[config.mk]
export PLATFORM = sky130hd
export DESIGN_NAME = ov7670_img_writer
export DESIGN_NICKNAME = d
export VERILOG_FILES = /design/src/rtl/img_pkg.sv /design/src/rtl/test_pattern_gen.sv /design/src/rtl/ov7670_img_writer.sv
export SDC_FILE = /design/constraint.sdc
export NUM_CORES = 1
export LEC_CHECK = 0
export ABC_AREA = 1
export CAP_MARGIN = 20
export CORE_ASPECT_RATIO = 0.9
export CORE_MARGIN = 2
export CORE_UTILIZATION = 50
export CTS_CLUSTER_DIAMETER = 40
export DETAILED_ROUTE_END_ITERATION = 8
export PLACE_DENSITY_LB_ADDON = 0.2
export RECOVER_POWER = 25
export SLEW_MARGIN = 20
export SYNTH_ARGS = -nofsm -noshare
export SYNTH_HDL_FRONTEND = slang
export SYNTH_SLANG_ARGS = --single-unit
[constraint.sdc]
create_clock -name clk -period 3.6 [get_ports clk]
set_input_delay 0.72 -clock clk [delete_from_list [all_inputs] [get_ports clk]]
set_output_delay 0.72 -clock clk [all_outputs]
set_load 0.03 [all_outputs]
[src/rtl/img_pkg.sv]
// img_pkg: frame geometry, capture FSM states and RGB565 colour-bar constants
// shared by the OV7670 frame writer and its optional pattern generator.
package img_pkg;
    localparam int QVGA_W = 320;
    localparam int QVGA_H = 240;
    localparam int ADDR_W = 17;

    typedef enum logic [1:0] {SYNC, WAIT_START, ACTIVE} state_t;

    localparam logic [15:0] BAR_WHITE   = 16'hFFFF;
    localparam logic [15:0] BAR_YELLOW  = 16'hFFE0;
    localparam logic [15:0] BAR_CYAN    = 16'h07FF;
    localparam logic [15:0] BAR_GREEN   = 16'h07E0;
    localparam logic [15:0] BAR_MAGENTA = 16'hF81F;
    localparam logic [15:0] BAR_RED     = 16'hF800;
    localparam logic [15:0] BAR_BLUE    = 16'h001F;
    localparam logic [15:0] BAR_BLACK   = 16'h0000;

    // element 0 is the leftmost bar
    localparam logic [7:0][15:0] BAR_COLORS = {BAR_BLACK, BAR_BLUE, BAR_RED, BAR_MAGENTA,
                                               BAR_GREEN, BAR_CYAN, BAR_YELLOW, BAR_WHITE};
endpackage

[src/rtl/test_pattern_gen.sv]
// test_pattern_gen: maps a pixel column to one of eight 40-pixel-wide RGB565 colour bars.
module test_pattern_gen
    import img_pkg::*;
#(
    parameter int X_W = 9
) (
    input  logic [X_W-1:0] i_x,
    output logic [15:0]    o_rgb
);
    assign o_rgb = BAR_COLORS[3'(i_x / X_W'(40))];
endmodule

[src/rtl/ov7670_img_writer.sv]
// ov7670_img_writer: assembles OV7670 RGB565 byte pairs into frame-buffer writes.
// Define TEST_PATTERN_EN to replace camera colour with eight vertical colour bars.
module ov7670_img_writer
    import img_pkg::*;
#(
    parameter int IMG_W = QVGA_W,
    parameter int IMG_H = QVGA_H
) (
    input  logic              clk,
    input  logic              reset_n,
    input  logic              vsync,
    input  logic              href,
    input  logic [7:0]        data,
    output logic              we,
    output logic [ADDR_W-1:0] wAddr,
    output logic [15:0]       wData,
    output logic              frame_done
);
    localparam int X_W = $clog2(IMG_W + 1);
    localparam int Y_W = $clog2(IMG_H + 1);

    state_t            r_state;
    logic [X_W-1:0]    r_x;
    logic [Y_W-1:0]    r_y;
    logic              r_phase;
    logic              r_href_d;
    logic [7:0]        r_hi;
    logic [15:0]       w_pix;
    logic [ADDR_W-1:0] w_addr;

`ifdef TEST_PATTERN_EN
    test_pattern_gen #(.X_W(X_W)) u_pattern (.i_x(r_x), .o_rgb(w_pix));
`else
    assign w_pix = {r_hi, data};
`endif

    assign w_addr = ADDR_W'(r_y) * ADDR_W'(IMG_W) + ADDR_W'(r_x);

    always_ff @(posedge clk) begin
        if (!reset_n) begin
            r_state    <= SYNC;
            we         <= 1'b0;
            wAddr      <= '0;
            wData      <= '0;
            frame_done <= 1'b0;
            r_x        <= '0;
            r_y        <= '0;
            r_phase    <= 1'b0;
            r_href_d   <= 1'b0;
            r_hi       <= '0;
        end else begin
            we         <= 1'b0;
            frame_done <= 1'b0;
            r_href_d   <= href;
            case (r_state)
                SYNC: if (vsync) r_state <= WAIT_START;
                WAIT_START: if (!vsync) begin
                    r_state <= ACTIVE;
                    r_x     <= '0;
                    r_y     <= '0;
                    r_phase <= 1'b0;
                end
                ACTIVE: begin
                    // vsync takes priority over any line data still arriving
                    if (vsync) begin
                        frame_done <= 1'b1;
                        r_state    <= WAIT_START;
                    end else if (href) begin
                        r_phase <= ~r_phase;
                        if (!r_phase) r_hi <= data;
                        else if (r_x < X_W'(IMG_W)) begin
                            r_x <= r_x + X_W'(1);
                            if (r_y < Y_W'(IMG_H)) begin
                                we    <= 1'b1;
                                wAddr <= w_addr;
                                wData <= w_pix;
                            end
                        end
                    end else if (r_href_d) begin
                        r_x     <= '0;
                        r_phase <= 1'b0;
                        if (r_y < Y_W'(IMG_H)) r_y <= r_y + Y_W'(1);
                    end
                end
                default: r_state <= SYNC;
            endcase
        end
    end
endmodule

==> results_dict.tcl <==
set metrics [dict create \
    status "complete, no violations" \
    ctsHoldBuffers 0 \
    switchingPower_uw 319.4 \
    fmax_mhz 389.0 \
    cts_max_path_buffers 2 \
    syn_area_per_cell_sq_um 7.210 \
    fillers 580 \
    post_cts_resized 0 \
    synth_seq_cells 64 \
    worstPathRequired_ns 3.84 \
    cts_setup_buffers 0 \
    swShare_pct 22.11 \
    drt_iter0_markers 133 \
    numCtsBuffers 9 \
    synthTopCellsByCount "92 x nor2_1, 79 x nand2_1, 64 x dfxtp_1" \
    rsz0062_at_grt "false" \
    setup_viol 0 \
    synth_top_cell_area_share_pct 40.20 \
    power_density_nw_per_um2 372.6 \
    placed_cell_area_sq_um 3700 \
    hpwl_um 4911 \
    path_cells "ha_1 -> ha_1 -> fa_1 -> nand2_1 -> nor2_1 -> nand2_1 -> nand2_1 -> nand2_1 -> nor2_1 -> nand2_1 -> o21bai_1 -> nand3_1 -> nand2_1 -> inv_1" \
    grt_pass1_vias 2543 \
    critical_path_class "flop to flop" \
    die_w_um 88.16 \
    firstDrtPassIters 4 \
    htree_num_levels 3 \
    pwr-share-comb_pct 4.3 \
    slowest_delay_ns 0.56 \
    wl_per_cell_um 11.73 \
    ios 47 \
    worst-path-max-fanout 6 \
    async_reset_ff_share_pct 0 \
    routabilityCongestion 0.8378 \
    layout-drive-gt1-share_pct 5.274 \
    synth-main-ff-cell "dfxtp_1" \
    grt_use_met1_pct 27.82 \
    grt_pass1_wl_um 11610 \
    ys_warn_count 0 \
    hp-class "flop to flop" \
    final_area_sq_um 3876 \
    num_antenna_cells 0 \
    drcViolationCount 0 \
    dp_cells 564 \
    clkPwrFrac_pct 45.9 \
    min_period_ns 2.571 \
    cts_tree "yes" \
    antenna_found_initial 0 \
    p_int_uw 1125 \
    arrival_ns 2.81 \
    ant_nets 0 \
    grt-ovfl-total 0 \
    worst_slew_pin_slew_ns 0.6498 \
    seqPwrFrac_pct 49.8 \
    vias 2877 \
    synth_area_sq_um 3187 \
    clk_pin_slew_ns 0.07 \
    slowest_stage "fa_1" \
    crit_top_cell "nand2_1" \
    nets 519 \
    core_sq_um 6148 \
    hold_viol_final 0 \
    start_util_pct 51.83 \
    layout_worst_path_cycle_share_pct 71.41 \
    cts_root_buf "clkbuf_8" \
    synth_top_area_cell "dfxtp_1" \
    synthTopCellsByArea "dfxtp_1 40%, nor2_1 11%, nand2_1 9.3%, o21ai_0 6.9%, ha_1 6.7%" \
    cts_sinks 64 \
    syn_inst 442 \
    synth_edf_count 0 \
    grt_max_degree 45 \
    slew_viol_final 0 \
    grtUsageTotal_pct 21.05 \
    seq_area_frac_synth_pct 40.20 \
    fin_hold_ws_ns 0.4466 \
    rows 27 \
    grt_use_met3_pct 6.101 \
    met2_usage_pct 33.79 \
    p_leak_uw 0.001630 \
    synth_nets 473 \
    end_kind "flop" \
    io_buffers 46 \
    ir_drop_uv 259.7 \
    regArea_sq_um 1281 \
    stdcell_count 580 \
    cap_viol_max_count 0 \
    netlist-cell-type-count 35 \
    fin_skew_ns 0.005585 \
    syn2layout_area_growth_pct 21.63 \
    insertion_delay_ns 0.34 \
    dieArea_sq_um 7029 \
    top_usage_layer "met2" \
    tns_ns 0 \
    yosysMostFrequentCell "nor2_1" \
    via_per_inst 4.960 \
    dieHeight_um 79.74 \
    max_slew_margin_pct 56.52 \
    multi_input_area_sq_um 1632 \
    pre_cts_slack_ns 0.8260 \
    setup_slack_ns 1.029 \
    cp-start-kind "flop" \
    routed_wl_um 6805 \
]
## power by group through the flow
stage          Sequential [uW]  Clock [uW]  Combinational, uW
4_1_cts                    719         678               66.1
3_3_place_gp               735           0               65.2
3_5_place_dp               735           0               65.5
2_1_floorplan              734           0               41.2
6_report                   719         664               62.2
5_1_grt                    719         709               72.4
## area by class of cell
type | count | area share, %
Inverter | 46 | 4.519
Sequential cell | 64 | 33.05
Tap cell | 87 | 2.808
Timing Repair Buffer | 47 | 12.07
Multi-Input combinational cell | 320 | 42.09
Clock inverter | 6 | 2.163
Clock buffer | 10 | 3.292
## final timing paths
check                           cells after the start    endpoint        from  slack, ns
worst max-delay path                               14   wAddr[15]      r_y[3]       1.03
worst min-delay path                                1  r_state[0]  r_state[1]       0.45
worst max register to register                     14   wAddr[15]      r_y[3]       1.03
worst min register to register                      1  r_state[0]  r_state[1]       0.45
## worst max-delay path, delay by kind of cell (launching register included)
| family | cells | cell delay (ns) |
|---|---|---|
| adders and majority gates | 3 | 1.10 |
| and+or+nand+nor | 9 | 0.74 |
| DFF | 1 | 0.46 |
| AOI/OAI and AO/OA | 1 | 0.13 |
| buffers and inverters | 1 | 0.03 |
## cells by family (layout without fill, tap and decap cells)
kind of cell	count (synthesis)	after routing	share of synthesized area (%)
AOI/OAI and AO/OA	80	80	13.15
xor gates and xnor gates	9	9	2.474
adders and majority gates	19	19	7.931
buffers and inverters	58	109	7.499
DFF	64	64	40.20
and+or+nand+nor	212	212	28.74
## sequential cells by signal, summed over array words and instances (netlist names), 2 cells and up
signal	cells
r_hi	8
r_state	2
r_x	9
r_y	8
wAddr	17
wData	16
## cell usage in the layout, fill, tap and decap left out
| cell type | n |
|---|---|
| nor2_1 | 94 |
| nand2_1 | 80 |
| dfxtp_1 | 64 |
| o21ai_0 | 45 |
| inv_1 | 43 |
| clkdlybuf4s50_1 | 41 |
| a21oi_1 | 27 |
| ha_1 | 17 |
| nand3_1 | 15 |
| clkbuf_8 | 9 |
| nor3_1 | 8 |
| xor2_1 | 6 |
| nand4_1 | 5 |
| dlygate4sd3_1 | 5 |
| xnor2_1 | 3 |
| clkinv_2 | 3 |
| nor3b_1 | 2 |
| nand3b_1 | 2 |
| nor2_2 | 2 |
| a211oi_1 | 2 |
| fa_1 | 2 |
| bufinv_16 | 2 |
| nor2_4 | 1 |
| nor3_2 | 1 |
| nand2_2 | 1 |
| inv_4 | 1 |
| inv_2 | 1 |
| nand2_4 | 1 |
| a31o_2 | 1 |
| o21bai_1 | 1 |
| o21ai_1 | 1 |
| o211ai_1 | 1 |
| clkinv_1 | 1 |
| o21ai_2 | 1 |
| a31oi_1 | 1 |
| clkinv_4 | 1 |
| clkbuf_1 | 1 |
| buf_4 | 1 |
## layer usage
metal	wire length (um)	vias up	part of all wire [%]
met1	3271	1288	48
met4	72	0	1.1
met2	3162	65	46
met5	0	-	0
met3	299	8	4.4
li1	-	1516	-
## metrics by stage
step                      utilization, %  total power, uW
after detailed placement           60.18            800.4
after global routing               63.04             1500
after global placement             60.18            799.8
final                              63.04             1444
after CTS                          63.61             1463
after floorplan                        -            775.2
Power figures use the tool's default switching activity.
